`src/rtl/strobe_write_queue.sv`:
```
// In-order write queue that commits one entry per sampled edge strobe to a storage write port.
// Optional read bypass over queued entries is enabled by defining STROBE_WQ_BYPASS_EN.
module strobe_write_queue #(
    parameter int unsigned ADDR_W = 5,
    parameter int unsigned DATA_W = 32,
    parameter int unsigned DEPTH  = 4
) (
    input  logic                   clk,
    input  logic                   rst,
    input  logic                   wr_valid,
    output logic                   wr_ready,
    input  logic [ADDR_W-1:0]      wr_addr,
    input  logic [DATA_W-1:0]      wr_data,
    input  logic                   strobe,
    output logic                   mem_we,
    output logic [ADDR_W-1:0]      mem_addr,
    output logic [DATA_W-1:0]      mem_wdata,
    input  logic [ADDR_W-1:0]      rd_addr,
    output logic                   rd_hit,
    output logic [DATA_W-1:0]      rd_data,
    output logic [$clog2(DEPTH):0] count
);
    localparam int unsigned PtrW = $clog2(DEPTH);
    localparam int unsigned CntW = PtrW + 1;

    typedef enum logic [1:0] {StIdle, StWait, StCommit} state_e;

    state_e            state_q;
    logic [PtrW-1:0]   head_q, tail_q, head_nxt;
    logic [CntW-1:0]   count_q, count_d;
    logic [ADDR_W-1:0] addr_q [DEPTH];
    logic [DATA_W-1:0] data_q [DEPTH];
    logic              mem_we_q;
    logic [ADDR_W-1:0] mem_addr_q;
    logic [DATA_W-1:0] mem_wdata_q;
    logic              push, pop;
    logic [ADDR_W-1:0] nxt_addr;
    logic [DATA_W-1:0] nxt_data;

    assign wr_ready = (count_q != CntW'(DEPTH));

    always_comb begin
        push     = wr_valid && wr_ready;
        pop      = (state_q == StCommit);
        count_d  = count_q + CntW'(push) - CntW'(pop);
        head_nxt = head_q + PtrW'(1);
        // With only the committing entry queued, the follow-on head is the same-cycle push.
        if (count_q == CntW'(1)) begin
            nxt_addr = wr_addr;
            nxt_data = wr_data;
        end else begin
            nxt_addr = addr_q[head_nxt];
            nxt_data = data_q[head_nxt];
        end
    end

    always_ff @(posedge clk) begin
        if (push) begin
            addr_q[tail_q] <= wr_addr;
            data_q[tail_q] <= wr_data;
        end
    end

    always_ff @(posedge clk or posedge rst) begin
        if (rst) begin
            state_q     <= StIdle;
            head_q      <= '0;
            tail_q      <= '0;
            count_q     <= '0;
            mem_we_q    <= 1'b0;
            mem_addr_q  <= '0;
            mem_wdata_q <= '0;
        end else begin
            count_q <= count_d;
            if (push) tail_q <= tail_q + PtrW'(1);
            if (pop)  head_q <= head_nxt;
            unique case (state_q)
                StIdle: begin
                    mem_we_q <= 1'b0;
                    if (push) state_q <= StWait;
                end
                StWait: begin
                    if (strobe) begin
                        state_q     <= StCommit;
                        mem_we_q    <= 1'b1;
                        mem_addr_q  <= addr_q[head_q];
                        mem_wdata_q <= data_q[head_q];
                    end else begin
                        mem_we_q <= 1'b0;
                    end
                end
                StCommit: begin
                    if (strobe && count_d != '0) begin
                        mem_we_q    <= 1'b1;
                        mem_addr_q  <= nxt_addr;
                        mem_wdata_q <= nxt_data;
                    end else begin
                        mem_we_q <= 1'b0;
                        state_q  <= (count_d != '0) ? StWait : StIdle;
                    end
                end
                default: begin
                    mem_we_q <= 1'b0;
                    state_q  <= StIdle;
                end
            endcase
        end
    end

    assign mem_we    = mem_we_q;
    assign mem_addr  = mem_addr_q;
    assign mem_wdata = mem_wdata_q;
    assign count     = count_q;

`ifdef STROBE_WQ_BYPASS_EN
    logic [PtrW-1:0] idx;

    // Walk oldest to newest so the newest match is the one left standing.
    always_comb begin
        rd_hit  = 1'b0;
        rd_data = '0;
        idx     = '0;
        for (int unsigned i = 0; i < DEPTH; i++) begin
            idx = head_q + PtrW'(i);
            if ((CntW'(i) < count_q) && (addr_q[idx] == rd_addr)) begin
                rd_hit  = 1'b1;
                rd_data = data_q[idx];
            end
        end
    end
`else
    logic unused_rd_addr;
    assign unused_rd_addr = ^rd_addr;
    assign rd_hit         = 1'b0;
    assign rd_data        = '0;
`endif

endmodule

```
`config.mk`:
```
export PLATFORM = sky130hd
export DESIGN_NAME = strobe_write_queue
export DESIGN_NICKNAME = d
export VERILOG_FILES = /design/src/rtl/strobe_write_queue.sv
export SDC_FILE = /design/constraint.sdc
export NUM_CORES = 1
export LEC_CHECK = 0
export BUFFER_PORTS_ARGS = -buffer_cell sky130_fd_sc_hd__buf_2
export CAP_MARGIN = 25
export CORE_MARGIN = 2
export CORE_UTILIZATION = 28
export DETAILED_ROUTE_END_ITERATION = 16
export MAX_ROUTING_LAYER = met4
export PLACE_DENSITY = 0.54
export SLEW_MARGIN = 30
export SYNTH_ARGS = -nofsm -noshare
export SYNTH_HDL_FRONTEND = slang
export SYNTH_SLANG_ARGS = --single-unit
```
`constraint.sdc`:
```
create_clock -name clk -period 3.4 [get_ports clk]
set_clock_uncertainty 0.2 [all_clocks]
set_input_delay 0.51 -clock clk [delete_from_list [all_inputs] [get_ports clk]]
set_output_delay 0.51 -clock clk [all_outputs]
set_load 0.01 [all_outputs]
```
### Word level (Yosys, flattened, before mapping)

Memory sizes are Yosys's and may differ from the RTL's.
Index checks and enable logic that the tools add are counted.

| storage, ports and cells | value |
|---|---|
| output and inout port bits | 75 |
| memories kept | 2 |
| RAM bits | 148 |
| bits in latches | 0 |
| input bits | 46 |
| ROM bits | 0 |
| register bits after elaboration | 47 |
| word-level logic and storage cells | 46 |

Memories:

| name | depth | bits a word | rd ports | clocked after Yosys merged registers in | wr ports | line | source |
|---|---|---|---|---|---|---|---|
| data_q | 4 | 32 | 2 | 0 | 1 | 32 | `logic [DATA_W-1:0] data_q [DEPTH];` |
| addr_q | 4 | 5 | 2 | 0 | 1 | 31 | `logic [ADDR_W-1:0] addr_q [DEPTH];` |

| operators by class | value |
|---|---|
| bitwise logic cells | 0 |
| $lt $le $gt $ge | 0 |
| reductions and logical operators | 7 |
| div/mod/pow operators | 0 |
| multiply operators | 0 |
| equality and inequality tests | 8 |
| muxes and demuxes | 18 |
| add/subtract/negate cells | 4 |
| shifts and indexed selects | 0 |

Operators with widths:

| cell | count |
|---|---|
| two-way mux 32 bit | 3 |
| one-hot mux 32 bit (2 select lines) | 1 |
| two-way mux 5 bit | 3 |
| one-hot mux 5 bit (2 select lines) | 1 |
| two-way mux 2 bit | 3 |
| != test 2 bit (second input constant) | 3 |
| one-hot mux 2 bit (3 select lines) | 1 |
| AND reduction 3 bit | 2 |
| two-way mux 1 bit | 5 |
| adder 2 x 1 -> 2 bit (second input constant) | 2 |
| adder 3 x 1 -> 3 bit | 1 |
| == test 3 x 1 -> 1 bit (second input constant) | 1 |
| != test 3 bit (second input constant) | 1 |
| nonzero test 3 bit | 1 |
| subtractor 3 x 1 -> 3 bit | 1 |
| == test 2 x 1 -> 1 bit (second input constant) | 1 |
| == test 2 bit (second input constant) | 1 |
| logical AND 1 bit | 2 |
| logical NOT 2 bit | 1 |
| != test 2 x 1 -> 1 bit (second input constant) | 1 |
| one-hot mux 1 bit (2 select lines) | 1 |
| nonzero test 2 bit | 1 |

### Depth between registers and ports, before layout

| logic depth | value |
|---|---|
| depth after elaboration | 8 |
| mapped depth | 13 |
| depth with buffers taken out | 11 |

### Worst setup path after synthesis

No wires, ideal clock.

| timing | value |
|---|---|
| path kind | register -> register |
| start point | reg count_q[1], in the netlist count[1] |
| end point | reg state_q[1] |
| path buffers | 0 |
| period minus slack after synthesis | 3.584 ns |
| setup time | 0.128 ns |
| cell stages (with the launch flop) | 12 |
| arrival | 3.257 ns |
| data required time | 3.072 ns |
| slack | -0.184 ns |
| path through | dfrtp_1 > or3b_1 > and2_1 > inv_1 > ha_1 > inv_1 > ha_1 > fa_1 > xnor3_1 > o31a_1 > a221oi_4 > mux2_1 |

| between the ends | value |
|---|---|
| word-level cells in the longest chain between the ends | 8 |
| elaborated cells on any way between the ends | 9 |
| those cells by class | add/sub: 2; eq/ne: 3; reduce/logical: 4 |

RTL lines:

| what | line | source |
|---|---|---|
| from (decl) | 30 | `logic [CntW-1:0] count_q, count_d;` |
| from (signal assigned) | 74 | `count_q <= count_d;` |
| != test 3 bit | 40 | `assign wr_ready = (count_q != CntW'(DEPTH));` |
| named net wr_ready | 11 | `output logic wr_ready,` |
| logical AND 1 bit | 43 | `push = wr_valid && wr_ready;` |
| adder 3 x 1 -> 3 bit | 45 | `count_d = count_q + CntW'(push) - CntW'(pop);` |
| subtractor 3 x 1 -> 3 bit | 45 |  |
| named net count_d[2] | 30 |  |
| nonzero test 3 bit | 93 | `if (strobe && count_d != '0) begin` |
| logical AND 1 bit | 93 |  |
| != test 2 bit (no source line) | - |  |
| AND reduction 3 bit (no source line) | - |  |
| to (signal assigned) | 84 | `state_q <= StCommit;` |
| to (signal assigned) | 99 | `state_q <= (count_d != '0) ? StWait : StIdle;` |
| to (signal assigned) | 104 | `state_q <= StIdle;` |
| to (decl) | 28 | `state_e state_q;` |

The timed path passes the listed nets, and every way through them passes these cells.
A chain may end at the register's enable or synchronous reset.

### Worst setup path after layout

| timing | value |
|---|---|
| start point | reg count_q[1], in the netlist count[1] |
| end point | reg mem_wdata_q[31], in the netlist mem_wdata[31] |

| between the ends | value |
|---|---|
| word-level cells in the longest chain between the ends | 8 |
| elaborated cells on any way between the ends | 12 |
| those cells by class | add/sub: 2; eq/ne: 3; mux: 3; reduce/logical: 4 |

RTL lines:

| what | line | source |
|---|---|---|
| != test 3 bit | 40 |  |
| logical AND 1 bit | 43 |  |
| adder 3 x 1 -> 3 bit (*) | 45 |  |
| subtractor 3 x 1 -> 3 bit (*) | 45 |  |
| named net count_d[2] | 30 |  |
| nonzero test 3 bit (*) | 93 |  |
| logical AND 1 bit (*) | 93 |  |
| != test 2 x 1 -> 1 bit (no source line) (*) | - |  |
| AND reduction 3 bit (no source line) (*) | - |  |
| to (signal assigned) | 87 | `mem_wdata_q <= data_q[head_q];` |
| to (signal assigned) | 96 | `mem_wdata_q <= nxt_data;` |
| to (decl) | 35 | `logic [DATA_W-1:0] mem_wdata_q;` |

The timed path passes the listed nets; every way through them passes the cells marked *. The select of a mux whose other input is x is not followed.

==> impl_metrics.csv <==
group,metric,value,unit
worst_setup_path,crit_path_cell_trace,"or3b_4, and2_4, inv_4, ha_4, inv_1, ha_2, fa_2, xnor3_2, o41ai_4, buf_6, buf_8, a211oi_1, a21o_1",
sta,whs,-12.6,ps
worst_setup_path,critPathKind,"reg -> reg",
status,violations,"hold timing",
power_and_ir_drop,clkPwrFrac,20.7,%
logic_synthesis,syn_inst,574,
global_routing,grt_pass1_wl,32700,um
floorplan,start_util,28.3,%
route,final_antenna_net_count,0,
floorplan,core_area,0.0324,mm2
min_path,hp-class,"in -> async",
finish,design_area,0.0109,mm2
logic_synthesis,yosysTopAreaCell,"edfxtp_1",
floorplan,io_pins,121,
power_and_ir_drop,p_leak,4.27,nW
route,routed_via_density,4.77,
worst_setup_path,crit_path_top_delay_cell,"o41ai_4",
sta,tns,0,ps
finish,finalNonFillerCells,1131,
floorplan,num_rows,66,
logic_synthesis,ys_top_cells_by_count,"148 x edfxtp_1, 74 x mux4_2, 47 x dfrtp_1",
power_and_ir_drop,p_sw_share,34.5,%
status,outcome,"finished, violations left",
route,wl,21300,um
worst_setup_path,arrival,3420,ps
placed_design,post_dp_cell_area,0.0102,mm2
logic_synthesis,yosysSeqAreaShare,61.3,%
global_routing,antenna_found_initial,6,
route,avgRoutedWirePerCell,18.9,um
power_and_ir_drop,power_density,907,mW/mm2
logic_synthesis,yosysUniqueCellTypes,34,
floorplan,die-area,0.0342,mm2
worst_setup_path,path_buf_inv,4,
sta,fmax,305,MHz
route,dr.pass1.iters,6,
logic_synthesis,postSynthAreaPerCell,16.0,um2
power_and_ir_drop,p_switching,3.43,mW
run,maxCapViolCount,0,
global_routing,grt_start_max_net_pins,43,
cts,htreeDepth,4,
sta,fin_crit,3280,ps
route,remaining_drc_errors,0,
worst_setup_path,slowest_delay,420,ps
power_and_ir_drop,seqPwrFrac,36.7,%
cts,clk_pin_slew_worst_paths,80,ps
logic_synthesis,synth_edf_count,148,
global_routing,grt_pass1_vias,5448,
cts,clk_latency,440,ps
route,num_vias,5398,
logic_synthesis,yosysMostFrequentCell,"edfxtp_1",
logic_synthesis,async_reset_ff_share,24.1,%
global_routing,grt_usage,13.3,%
sta,slew_headroom,38.4,%
cts,cts_buffer_depth,2,
sta,fin_crit_sh,96.4,%
logic_synthesis,synth_top_area_share,48.5,%
floorplan,die_w,185,um
worst_setup_path,endpoint_kind,"flip-flop",
placed_design,placed_cells,1085,
power_and_ir_drop,p_int,6.50,mW
worst_setup_path,start_kind,"flip-flop",
placed_design,hpwlAfterDp,12900,um
power_and_ir_drop,p_comb_share,42.6,%
cts,cts_tree,"yes",
cts,cts_root_buf,"clkbuf_16",
finish,drive_gt1_share,35.7,%
sta,worst_pin_slew,923,ps
worst_setup_path,critPathMaxFanout,11,
worst_setup_path,cp_top_family,"compound AO/OA/AOI/OAI gates",
power_and_ir_drop,vdd_drop_max,0.342,mV
cts,cts_buffers,17,
finish,syn_to_final_growth,19.3,%
logic_synthesis,yosys-top-cells-area,"edfxtp_1 48%, mux4_2 18%, dfrtp_1 13%, buf_4 3.4%, a211oi_1 3.0%",
sta,finalSetupViolCount,0,
placed_design,place_congestion,0.691,
floorplan,dieHeight,185,um
logic_synthesis,yosys_warnings,0,
cts,cts.sinks,195,
logic_synthesis,synth-seq-cells,195,
logic_synthesis,synthFlopType,"edfxtp_1",
placed_design,place.port_buffers,82,
worst_setup_path,worst-endpoint-required,3540,ps
logic_synthesis,synth_area,0.00917,mm2
route,first_iter_violations,393,
power_and_ir_drop,total_power,9.93,mW
global_routing,grt_overflow,0,
finish,nets,728,
sta,maxSlewViolCount,0,
sta,final_hold_viol_count,6,
[sequential cells by signal, summed over array words and instances, names as in the netlist]
register / cells
addr_q: 20
count: 3
data_q: 128
head_q: 2
mem_addr: 5
mem_wdata: 32
mem_we: 1
state_q: 2
tail_q: 2
[area by class of cell]
| type | instances | area, um2 |
|---|---|---|
| diodes | 6 | 15.0 |
| clock buffers | 20 | 457 |
| clock inverters | 12 | 149 |
| fillers | 3127 | 21400 |
| inverters | 10 | 40.0 |
| multi-input cells | 328 | 3240 |
| flip-flops and latches | 195 | 5630 |
| well taps | 442 | 553 |
| repair buffers | 118 | 860 |
[cells in the final DEF, fill, tap and decap left out, types with 6 or more instances in the layout]
cell / Yosys / routed
buf_4: 42 / 20
diode_2: 0 / 6
a211oi_1: 37 / 37
nand2_1: 39 / 39
conb_1: 1 / 33
ha_1: 11 / 8
dfrtp_1: 47 / 44
mux4_2: 74 / 74
buf_2: 8 / 82
buf_12: 0 / 10
edfxtp_1: 148 / 148
nor2_1: 37 / 37
a21o_1: 37 / 37
a21oi_1: 37 / 37
clkbuf_16: 0 / 19
inv_1: 10 / 7
[repair_timing]
action | 4_1_cts | 5_1_grt
gates resized for setup | 0 | 12
endpoints found under the setup margin | 0 | 29
hold endpoints to repair | 0 | 0
hold buffers | 0 | 0
setup buffers | 0 | 6
[metal layers]
layer	routed length [um]	GRT usage, %
met1	10200	18.3
met2	9440	18.7
met3	1330	3.68
met4	369	4.83
met5	0	-
[through the flow]
stage | hold slack (ps) | utilization, % | setup slack, ps
after detailed placement | 261 | 31.4 | 69.1
after global routing | 25.8 | 33.8 | -0.399
after global placement | 257 | 31.4 | 85.3
final | -12.6 | 33.8 | 122
after CTS | 3.97 | 33.3 | 51.1
after floorplan | 312 | - | 25.2
[kinds of logic (layout without fill, tap and decap cells)]
| family | after synthesis | after routing | share of synthesized area [%] |
|---|---|---|---|
| muxes | 76 | 76 | 18.4 |
| other | 1 | 39 | 0.0409 |
| buffers and inverters | 83 | 160 | 5.22 |
| and+or+nand+nor | 85 | 85 | 3.85 |
| xor gates and xnor gates | 4 | 4 | 0.532 |
| adders and majority gates | 12 | 12 | 1.72 |
| DFF | 195 | 195 | 61.3 |
| AOI/OAI and AO/OA | 118 | 118 | 8.96 |
[power groups by stage]
stage / registers [mW] / logic, mW / clock network, mW
6_report: 3.65 / 4.23 / 2.05
5_1_grt: 3.73 / 4.66 / 2.19
4_1_cts: 3.66 / 4.12 / 2.10
3_5_place_dp: 3.70 / 4.12 / 0
3_3_place_gp: 3.69 / 4.07 / 0
2_1_floorplan: 3.65 / 2.88 / 0
[final timing paths]
check / from / end / slack, ps / depth (start not counted)
max: count[1] / mem_wdata[31] / 120 / 13
min: rst / mem_wdata[20] / -10 / 2
max reg2reg: count[1] / mem_wdata[31] / 120 / 13
min reg2reg: mem_wdata[30] / mem_wdata[30] / 270 / 1
max in group asynchronous: rst / mem_wdata[16] / 2190 / 3
min in group clk: wr_data[29] / data_q[1][29] / 100 / 1
No activity file was read; power rests on OpenSTA's default activity.
